File: src/rtl/frame_packer.sv
// Serialises one (type, payload) message into a byte frame: SOF, type byte, then
// PAYLOAD_LEN payload bytes MSB-first, with valid/ready backpressure on the byte side.
module frame_packer #(
  parameter int          PAYLOAD_LEN = 4,
  parameter logic [7:0]  SOF_BYTE    = 8'h7E
) (
  input  logic                     clk,
  input  logic                     rst_n,
  input  logic [1:0]               msg_type,
  input  logic [PAYLOAD_LEN*8-1:0] msg_payload,
  input  logic                     msg_valid,
  output logic                     msg_ready,
  output logic [7:0]               tx_data,
  output logic                     tx_data_valid,
  input  logic                     tx_ready,
  output logic                     busy,
  output logic                     frame_done
);

  localparam int PW = PAYLOAD_LEN * 8;
  localparam int CW = $clog2(PAYLOAD_LEN) + 1;
  localparam logic [CW-1:0] LAST_IDX = CW'(PAYLOAD_LEN - 1);

  typedef enum logic [2:0] {
    IDLE,
    SEND_SOF,
    SEND_TYPE,
    SEND_PAY,
    DONE
  } state_t;

  state_t        state;
  logic [1:0]    type_q;
  logic [PW-1:0] pay_q;
  logic [CW-1:0] cnt;
  logic          xfer;

  function automatic logic [7:0] head_byte(input logic [PW-1:0] p);
    return p[PW-1 -: 8];
  endfunction

  assign xfer      = tx_data_valid && tx_ready;
  assign msg_ready = (state == IDLE);
  assign busy      = (state != IDLE);

  // Payload is held in a shift register so the next byte is always at the top.
  always_ff @(posedge clk or negedge rst_n) begin
    if (!rst_n) begin
      state         <= IDLE;
      type_q        <= '0;
      pay_q         <= '0;
      cnt           <= '0;
      tx_data       <= 8'h00;
      tx_data_valid <= 1'b0;
      frame_done    <= 1'b0;
    end else begin
      case (state)
        IDLE: begin
          cnt        <= '0;
          frame_done <= 1'b0;
          if (msg_valid) begin
            type_q        <= msg_type;
            pay_q         <= msg_payload;
            tx_data       <= SOF_BYTE;
            tx_data_valid <= 1'b1;
            state         <= SEND_SOF;
          end
        end
        SEND_SOF: begin
          if (xfer) begin
            tx_data <= {6'b0, type_q};
            state   <= SEND_TYPE;
          end
        end
        SEND_TYPE: begin
          if (xfer) begin
            tx_data <= head_byte(pay_q);
            pay_q   <= pay_q << 8;
            cnt     <= '0;
            state   <= SEND_PAY;
          end
        end
        SEND_PAY: begin
          if (xfer) begin
            if (cnt == LAST_IDX) begin
              tx_data_valid <= 1'b0;
              frame_done    <= 1'b1;
              state         <= DONE;
            end else begin
              cnt     <= cnt + CW'(1);
              tx_data <= head_byte(pay_q);
              pay_q   <= pay_q << 8;
            end
          end
        end
        DONE: begin
          frame_done <= 1'b0;
          state      <= IDLE;
        end
        default: state <= IDLE;
      endcase
    end
  end

endmodule

File: config.mk
export PLATFORM = sky130hd
export DESIGN_NAME = frame_packer
export DESIGN_NICKNAME = d
export VERILOG_FILES = /design/src/rtl/frame_packer.sv
export SDC_FILE = /design/constraint.sdc
export NUM_CORES = 1
export LEC_CHECK = 0
export ABC_AREA = 1
export CORE_MARGIN = 4
export CORE_UTILIZATION = 60
export CTS_CLUSTER_SIZE = 10
export DETAILED_ROUTE_END_ITERATION = 12
export DONT_BUFFER_PORTS = 1
export PLACE_DENSITY_LB_ADDON = 0.3
export SETUP_SLACK_MARGIN = 0.15
export SYNTH_ARGS = -nofsm -noshare
export SYNTH_HDL_FRONTEND = slang
export SYNTH_SLANG_ARGS = --single-unit
File: constraint.sdc
create_clock -name clk -period 2.2 [get_ports clk]
set_input_delay 0.33 -clock clk [delete_from_list [all_inputs] [get_ports clk]]
set_output_delay 0.33 -clock clk [all_outputs]
set_load 0.02 [all_outputs]
== Word level (Yosys, flattened, before mapping) ==
Index checks and enable logic that the tools add are counted.

* Register bits after elaboration: 50

* Add/sub/neg operators: 1
* Mux-type cells: 28
* Reductions and logical operators: 15
* Eq/ne operators: 11

{| class="wikitable"
|+ Operator list
! operator !! count
|-
| 2-to-1 mux 32 bit || 4
|-
| case mux 32 bit (3 select lines) || 1
|-
| 2-to-1 mux 8 bit || 5
|-
| case mux 8 bit (4 select lines) || 1
|-
| 2-to-1 mux 3 bit || 8
|-
| != test 2 bit, second input constant || 6
|-
| case mux 3 bit (4 select lines) || 1
|-
| AND reduction 5 bit || 2
|-
| == test 3 x 2 -> 1 bit, second input constant || 3
|-
| case mux 3 bit (3 select lines) || 1
|-
| AND reduction 4 bit || 2
|-
| AND reduction 6 bit || 1
|-
| nonzero test 3 bit || 2
|-
| 2-to-1 mux 1 bit || 5
|-
| case mux 1 bit (2 select lines) || 2
|-
| nonzero test 2 bit || 2
|-
| nonzero test 4 bit || 1
|-
| adder 3 x 1 -> 3 bit, second input constant || 1
|-
| == test 3 x 1 -> 1 bit, second input constant || 1
|-
| == test 3 bit, second input constant || 1
|-
| zero test 3 bit || 1
|-
| AND reduction 3 bit || 1
|-
| AND reduction 2 bit || 1
|-
| OR reduction 2 bit || 1
|-
| logical AND 1 bit || 1
|}

== Longest topological paths before layout ==
* Depth in word-level cells: 4
* Depth in mapped cells: 9
* Mapped depth without buffers: 7

== Worst setup path before layout ==
OpenSTA, ideal clock, no wires.

* Path kind: flip-flop to output port
* Start: reg state[1]
* End: out busy
* Stages on the path, launching flop included: 6
* Buffers on the path: 1
* Setup slack: 602 ps
* Arrival time: 1268 ps
* Data required time: 1870 ps
* Cells stage by stage: dfrtp_1 buf_4 inv_4 nand2_2 nor2_1 inv_1

* Longest elaborated chain between the ends: 1

{| class="wikitable"
|+ Ends and longest elaborated chain
! what !! line !! text
|-
| from (decl) || 32 || <nowiki>state_t state;</nowiki>
|-
| from (signal assigned) || 49 || <nowiki>state <= IDLE;</nowiki>
|-
| from (signal assigned) || 66 || <nowiki>state <= SEND_SOF;</nowiki>
|-
| from (signal assigned) || 72 || <nowiki>state <= SEND_TYPE;</nowiki>
|-
| nonzero test 3 bit || 44 || <nowiki>assign busy = (state != IDLE);</nowiki>
|-
| to (decl) || 16 || <nowiki>output logic busy,</nowiki>
|}

Every way passes these cells.

== Final worst setup path ==
* Start: reg state[2]
* End: reg pay_q[17]

* Longest elaborated chain between the ends: 3
* Elaborated cells between the ends (all ways): 10
* Those cells by class: 6 x eq/ne; 1 x mux; 3 x reduce/logical

{| class="wikitable"
|+ Ends and longest elaborated chain
! what !! line !! text
|-
| == test 3 x 2 -> 1 bit / zero test 3 bit (equally long branches) || 57 || <nowiki>case (state)</nowiki>
|-
| != test 2 bit (no line) / nonzero test 3 bit (equally long branches) || n/a ||
|-
| AND reduction 5 bit (no line) || n/a ||
|-
| to (signal assigned) || 63 || <nowiki>pay_q <= msg_payload;</nowiki>
|-
| to (signal assigned) || 78 || <nowiki>pay_q <= pay_q << 8;</nowiki>
|-
| to (signal assigned) || 92 || <nowiki>pay_q <= pay_q << 8;</nowiki>
|-
| to (decl) || 34 || <nowiki>logic [PW-1:0] pay_q;</nowiki>
|}

Parallel ways exist; a longest one is shown, timed or not.
A chain may end at the register's enable or synchronous reset.

==> reports/qor.txt <==
Post-synth EDFFs: 0
Vias in the first global route: 2258
Min-delay src: msg_type[1]
Max-Slew Margin vs Limit: 0.672
Power Dens Cells: 1420 nW/µm²
Initial Utilization: 0.625
Design area: 2900 µm²
Mapped cell area: 2760 µm²
CTS resizes: 0
FMAX: 552 MHz
Pre-CTS setup slack: 0.409 ns
Dpl hpwl: 4180 µm
Die height: 75.8 µm
ANT nets after route: 0
Top Metal Used: met4
Most instantiated cells after synthesis: nand2_1, dfrtp_1, nand4_1
Fin crit period: 1.81 ns
Maximum buffer depth of the clock tree: 2
Cells on Worst Hold Path: 2
Worst-case reg-to-reg path depth: 6
H-tree depth: 2
R2R Setup Slk: 0.39 ns
Worst path arrival time: 2.02 ns
Final Total Pwr: 4.11 mW
Clk_lat worst skew: 0.31 ns
Yosys top cell by area: dfrtp_1
IO Pins: 50
Count leader, synth: nand2_1
Worst Tran Pin Value: 0.491 ns
Pleak: 1.60 nW
Worst-case clock skew: 0.00720 ns
Final setup TNS: 0 ns
Global Route Usage Sum: 0.235
Post-synthesis sequential area ratio: 0.453
Worst Setup Start Kind: flip-flop
Std cell rows: 24
Die width: 75.8 µm
Fin util: 0.656
RSZ-0062 raised after global routing: no
Drt first pass iters: 4
Synth warn: 0
#FFs+latches synth: 50
First-pass GRT wire length: 10300 µm
Die Area: 5750 µm²
R2R Path End: pay_q[17]
Critical path class: reg -> reg
Layout overhead on the synthesized area: 4.90%
Std-Cell Core Area: 4410 µm²
Initial antenna violation count: 0
Routed Wire Length: 6120 µm
Top area cells in the synthesized netlist: dfrtp_1, nand2_1, nand4_1, nand3_1, inv_1
Reg2Reg Launch Point: state[2]
Drt via density: 5.82
Setup-failing EPs final: 0
Max-slew violation count: 0
Largest net degree at the start of global routing: 51
Run status: finished clean
Starting DRT DRC Count: 203
Reg clk slew, reported paths: 0.09 ns
Unique cell type count in the Yosys netlist: 23
Postcts setup bufs: 0
# port buffers: 0
Placed Cells: 407
Routability cong.: 0.802
Final nets: 405
Worst Hold Class: in -> reg
# diodes: 0
Fin. Hold Viols: 0
Hold Buf Count CTS: 2
WL met2: 3140 µm
Top FF cell, synth: dfrtp_1
Global route overflow: 0
Ratio of cells with drive above 1 in the final layout: 0.0904
Final hold slack: 0.162 ns
CTS tree: done
Synthesized instance count: 369
Fin crit share: 0.824
WHS Endpoint: type_q[1]
Crit end category: flip-flop
Routed length on met3: 339 µm
Worst-path maximum fanout: 32
CTS root buffer: clkbuf_8
Detailed-route DRC error count: 0
Max cap viols: 0
Layout Cells excl Fill: 417
Area share of the largest cell type after synthesis: 0.453
Routed WL per cell: 14.7 µm
Peak VDD IR: 0.000644 V
Met1 WL: 2550 µm
Ys async rst share: 1.00
Syn Area/Cell: 7.48 µm²
FILL cells: 373
DP Area: 2760 µm²
Crit path required time: 2.40 ns
Final WS setup: 0.387 ns
Syn Nets: 410
Total number of vias: 2427
CTS sink cnt: 50
CTS Buf Count: 5
worst max path at each step:
stage                     startpoint         to  slack [ns]  cells past startpoint
after detailed placement    state[2]  pay_q[17]        0.41                      6
after CTS                   state[2]  pay_q[19]        0.39                      6
final                       state[2]  pay_q[17]        0.39                      6
after floorplan             state[1]       busy        0.60                      5
after global placement      state[2]   pay_q[4]        0.44                      6
after global routing        state[2]  pay_q[18]        0.23                      6
routing by layer:
metal,up-vias,global-route usage
met5,-,0
met4,0,0.0835
met3,8,0.0435
met2,84,0.386
met1,1140,0.311
li1,1195,-
power breakdown:
group | switching (mW) | internal, mW | total [mW]
logic | 1.23 | 0.629 | 1.86
registers | 0.358 | 1.32 | 1.68
clock network | 0.313 | 0.259 | 0.572
cell type report:
type / instances / area (µm²) / area share
tap: 52 / 65.1 / 0.0225
inverter: 23 / 88.8 / 0.0307
sequential: 50 / 1250 / 0.432
clock buffer: 6 / 82.6 / 0.0285
multi-input combinational: 272 / 1280 / 0.441
clock inverter: 2 / 17.5 / 0.00605
timing repair buffer: 12 / 113 / 0.0389
state kept, by name, indices dropped and copies added, names as in the netlist:
register / cells
cnt: 3
frame_done: 1
pay_q: 32
state: 3
tx_data: 8
tx_data_valid: 1
type_q: 2
worst max-delay path: stages, from the launching register on:
cell and delay, ns:
dfrtp_1 0.44, inv_2 0.24, nand2_2 0.11, nor2_4 0.31
nand3_4 0.37, nand2_1 0.17, nand2_1 0.06
cell families (layout without fill, tap and decap cells):
family	count (synthesis)	count (layout)	synth area share
adders and majority gates	3	3	0.0136
AOI/OAI and AO/OA	8	8	0.0159
buffers and inverters	47	43	0.0839
DFF	50	50	0.453
and+or+nand+nor	261	261	0.433
placed cells by master (no fill, tap or decap), drive strengths merged:
| master | count |
|---|---|
| buf | 11 |
| clkbuf | 6 |
| nand3 | 37 |
| dlygate4sd3 | 1 |
| inv | 23 |
| nor2 | 19 |
| nand4 | 43 |
| clkinv | 2 |
| ha | 3 |
| dfrtp | 50 |
| nand2 | 162 |
| a21oi | 3 |
| o21ai | 5 |
Note: power is estimated with default switching activity, not from simulation.
